$ cat src/rtl/fetch_pkg.sv
// Shared types and constants for the instruction fetch sequencer.
package fetch_pkg;

    typedef enum logic [1:0] {
        IDLE,
        REQ,
        WAIT,
        DISCARD
    } fetch_state_t;

    localparam int unsigned INSTR_BYTES          = 4;
    localparam logic [31:0] DEFAULT_RESET_VECTOR = 32'h0000_0000;
    localparam logic [31:0] DEFAULT_TRAP_VECTOR  = 32'h0000_0010;

endpackage

$ cat src/rtl/fetch_out_buf.sv
// One-entry output buffer holding a fetched instruction and its PC until decode consumes it.
module fetch_out_buf #(
    parameter int unsigned WIDTH = 32
) (
    input  logic             clk,
    input  logic             rst,
    input  logic             load,
    input  logic             consume,
    input  logic             flush,
    input  logic [31:0]      load_instr,
    input  logic [WIDTH-1:0] load_pc,
    output logic             valid,
    output logic [31:0]      instr,
    output logic [WIDTH-1:0] instr_pc
);

    always_ff @(posedge clk or negedge rst) begin
        if (!rst) begin
            valid    <= 1'b0;
            instr    <= '0;
            instr_pc <= '0;
        end else if (flush) begin
            valid <= 1'b0;
        end else if (load) begin
            valid    <= 1'b1;
            instr    <= load_instr;
            instr_pc <= load_pc;
        end else if (consume) begin
            valid <= 1'b0;
        end
    end

endmodule

$ cat src/rtl/fetch_sequencer.sv
// PC owner and fetch controller over a req/gnt/rvalid instruction-memory interface.
// Optional macro FETCH_MISALIGN_TRAP_EN: misaligned redirects load TRAP_VECTOR and pulse misalign_trap.
module fetch_sequencer
    import fetch_pkg::*;
#(
    parameter int unsigned      WIDTH        = 32,
    parameter logic [WIDTH-1:0] RESET_VECTOR = WIDTH'(DEFAULT_RESET_VECTOR),
    parameter logic [WIDTH-1:0] TRAP_VECTOR  = WIDTH'(DEFAULT_TRAP_VECTOR)
) (
    input  logic             clk,
    input  logic             rst,
    input  logic             redirect_valid,
    input  logic [WIDTH-1:0] redirect_target,
    input  logic             stall,
    output logic             imem_req,
    output logic [WIDTH-1:0] imem_addr,
    input  logic             imem_gnt,
    input  logic             imem_rvalid,
    input  logic [31:0]      imem_rdata,
    output logic             instr_valid,
    output logic [31:0]      instr,
    output logic [WIDTH-1:0] instr_pc,
    output logic             misalign_trap
);

    fetch_state_t     state;
    logic [WIDTH-1:0] pc;
    logic [WIDTH-1:0] redirect_pc;
    logic             misaligned;
    logic             load;
    logic             consume;

`ifdef FETCH_MISALIGN_TRAP_EN
    assign misaligned  = (redirect_target[1:0] != 2'b00);
    assign redirect_pc = misaligned ? TRAP_VECTOR : redirect_target;
`else
    logic unused_bits;
    assign misaligned  = 1'b0;
    assign redirect_pc = {redirect_target[WIDTH-1:2], 2'b00};
    assign unused_bits = ^{redirect_target[1:0], TRAP_VECTOR};
`endif

    // Request depends on this cycle's stall so a consumed buffer can be refilled without a bubble.
    assign consume   = instr_valid && !stall;
    assign imem_req  = (state == REQ) && (!instr_valid || !stall);
    assign imem_addr = pc;
    assign load      = (state == WAIT) && imem_rvalid && !redirect_valid;

    always_ff @(posedge clk or negedge rst) begin
        if (!rst) begin
            state         <= IDLE;
            pc            <= RESET_VECTOR;
            misalign_trap <= 1'b0;
        end else begin
            misalign_trap <= redirect_valid && misaligned;

            if (redirect_valid) begin
                pc <= redirect_pc;
            end else if (load) begin
                pc <= pc + WIDTH'(INSTR_BYTES);
            end

            case (state)
                IDLE: state <= REQ;
                REQ: begin
                    if (imem_req && imem_gnt) begin
                        state <= redirect_valid ? DISCARD : WAIT;
                    end
                end
                WAIT: begin
                    if (imem_rvalid) begin
                        state <= REQ;
                    end else if (redirect_valid) begin
                        state <= DISCARD;
                    end
                end
                // A redirect here only moves pc; the pending response still retires the discard.
                DISCARD: begin
                    if (imem_rvalid) begin
                        state <= REQ;
                    end
                end
                default: state <= IDLE;
            endcase
        end
    end

    fetch_out_buf #(
        .WIDTH(WIDTH)
    ) u_out_buf (
        .clk       (clk),
        .rst       (rst),
        .load      (load),
        .consume   (consume),
        .flush     (redirect_valid),
        .load_instr(imem_rdata),
        .load_pc   (pc),
        .valid     (instr_valid),
        .instr     (instr),
        .instr_pc  (instr_pc)
    );

endmodule

$ cat config.mk
export PLATFORM = sky130hd
export DESIGN_NAME = fetch_sequencer
export DESIGN_NICKNAME = d
export VERILOG_FILES = /design/src/rtl/fetch_pkg.sv /design/src/rtl/fetch_out_buf.sv /design/src/rtl/fetch_sequencer.sv
export SDC_FILE = /design/constraint.sdc
export NUM_CORES = 1
export LEC_CHECK = 0
export ABC_AREA = 1
export CAP_MARGIN = 20
export CORE_MARGIN = 1
export CORE_UTILIZATION = 46
export CTS_BUF_LIST = sky130_fd_sc_hd__clkbuf_8
export DETAILED_ROUTE_END_ITERATION = 8
export PLACE_DENSITY = 0.82
export SYNTH_ARGS = -nofsm -noshare
export SYNTH_HDL_FRONTEND = slang
export SYNTH_SLANG_ARGS = --single-unit
export TNS_END_PERCENT = 10
$ cat constraint.sdc
create_clock -name clk -period 1.7 [get_ports clk]
set_input_delay 0.51 -clock clk [delete_from_list [all_inputs] [get_ports clk]]
set_output_delay 0.51 -clock clk [all_outputs]
set_load 0.05 [all_outputs]
==> metrics <==
total grt overflow 0; Via density between 5 and 6; die area approximately 0.010 mm2; Final GP Congestion slightly below 0.9; RSZ-0062 raised after global routing yes; post-synth cell types 35; Nets 862; ys flop type dfrtp_1; Die Ht between 100 and 150 um; Final setup viols 1; Syn-to-layout area delta 71.0%; Initial Util 0.472; MaxCap Viol Count 0; Hold Crit Class in -> async; fillers slightly below 600; clock period minus final worst setup slack between 1.5 and 2 ns; pin count of the biggest net entering global routing 96; Gate Count Post-Synth slightly below 600; WL final approximately 15000 um; Row Count 36; Chip Width approximately 100 um; syn_area_per_cell a little under 8 um2; ANT cells 0; Synth Register Bits 95; GRT Util Overall 0.291; leakage between 3 and 4 nW; H-tree depth 3; CTS tree yes; Max Clock Freq 528 MHz; placeable core region about 0.01 mm2; reg2reg setup slack roughly 0.03 ns; Mapped Area ~0.0046 mm2; Port Buffers approximately 160; post-synthesis sequential area ratio 0.518; Slew Limit Fails 0; I/O pin total 169; Avg WL per Cell about 16 um; commonest non-fill, non-tap cell in the layout nand2_1; CP Launch Type flip-flop; Cell Area, Placed roughly 0.0076 mm2; final period utilization 1.11; first-pass GRT wire length approximately 23000 um; CP Class reg -> out; # DRC 0; Clock transition at path regs roughly 0.09 ns; total power per unit cell area 1810 mW/mm2; Clock Tree Root clkbuf_8; Worst Skew 0.0126 ns; Post-Route Setup TNS -0.194 ns; vias in the first global route around 4700; failing checks setup timing; initial antenna violation count 0; most frequent cells in the layout 236 x nand2_1, 99 x buf_12, 94 x dfrtp_1; Clock Latency Late Sink between 0.3 and 0.4 ns; Final WS setup -0.194 ns; crit path max fanout 2; initial DRC count between 200 and 300; Crit. End Element output pin; Pre-antenna DRT Iters 5; Peak VDD IR between 1000 and 1500 uV; Worst Path Arrival between 1 and 1.5 ns; Hold Buf Count CTS 0; HPWL after DPL about 11000 um; YS warnings 0; fin area a little under 0.008 mm2; number of clock sinks 95; maximum buffer depth of the clock tree 2; final hold violation count 0; Detail Route Antenna Nets 0; Vias about 4800; number of CTS-inserted buffers 9; EDFF count, synth 0; layout cells sized above 1 0.227; Critical Path RT approximately 1.2 ns; ys async rst share 1.00; status finished, violations left
## final timing paths
path                                       end  cells after the start                 from
min in group clk           u_out_buf.instr[27]                      2  u_out_buf.instr[27]
min                        u_out_buf.instr[10]                      2                  rst
max reg2reg                      imem_addr[24]                      9             state[0]
min reg2reg                u_out_buf.instr[27]                      2  u_out_buf.instr[27]
max in group asynchronous        imem_addr[13]                      2                  rst
max                                   imem_req                      5             state[1]
## metal layers
layer / global-route usage / vias to the layer above / routed length (um)
met4: 0.144 / 0 / 474
met1: 0.359 / 2246 / 5820
met5: 0 / - / 0
met2: 0.495 / 241 / 7140
li1: - / 2253 / -
met3: 0.0492 / 38 / 1090
## state kept, by name (all words and copies together) (netlist names)
signal	flops
u_out_buf.instr_pc	30
state	2
u_out_buf.valid	1
u_out_buf.instr	32
imem_addr	30
## metrics by stage
| step | setup slack (ns) | cells | hold slack (ns) | utilization | power, W |
|---|---|---|---|---|---|
| floorplan | -0.152 | 596 | 0.214 | - | 0.00770 |
| global placement | -0.244 | 907 | 0.517 | 0.779 | 0.0123 |
| detailed placement | -0.321 | 907 | 0.524 | 0.779 | 0.0125 |
| CTS | -0.163 | 925 | 0.210 | 0.805 | 0.0142 |
| global route | -0.224 | 926 | 0.222 | 0.807 | 0.0148 |
| finish | -0.194 | 926 | 0.189 | 0.807 | 0.0142 |
## what timing repair did
action,in CTS,in global routing
pin swaps,0,1
setup buffers,2,1
gates resized for setup,5,5
endpoints found under the setup margin,25,18
## report_power, final
group          total [W]  switching, W  internal, W
clock            0.00167      0.000805     0.000863
sequential       0.00410       0.00100      0.00310
combinational    0.00844       0.00447      0.00397
## worst max-delay path, cell delays in order (launching register included)
cell and delay (ns):
dfrtp_1 0.40, inv_1 0.07, ha_2 0.19, inv_2 0.06, a21oi_4 0.13, buf_12 0.15
## Yosys cell counts (2+ instances only)
master	n	area (um2)
o21ai_0	29	145
nor3_1	2	10.0
nand3b_1	3	22.5
nand3_1	37	185
a31oi_1	2	12.5
nor2_2	5	31.3
inv_1	43	161
nand4_1	8	50.1
o221ai_1	3	26.3
clkbuf_1	2	7.51
xnor2_1	2	17.5
buf_4	5	37.5
o21a_1	2	15.0
buf_2	18	90.1
dfrtp_1	95	2380
nand2_1	238	893
o2111ai_1	5	43.8
nor2_1	65	244
ha_1	4	50.1
nor2_4	4	45.0
a21oi_1	6	30.0
## cell families after synthesis
kind of cell / synth area share
other cells: 0.000816
compound gates: 0.0695
flops: 0.518
buf+inv: 0.0662
simple gates: 0.329
xor+xnor: 0.00572
fa+ha+maj: 0.0109
## cell type report
cell class                      instances  area (um2)  share of cell area
Timing Repair Buffer                  207        2960               0.377
Sequential cell                        95        2380               0.303
Multi-Input combinational cell        431        1960               0.249
Tap cell                              133         166              0.0212
Inverter                               44         165              0.0210
Clock buffer                           10         138              0.0175
Clock inverter                          6        85.1              0.0108
Power figures use the tool's default switching activity.
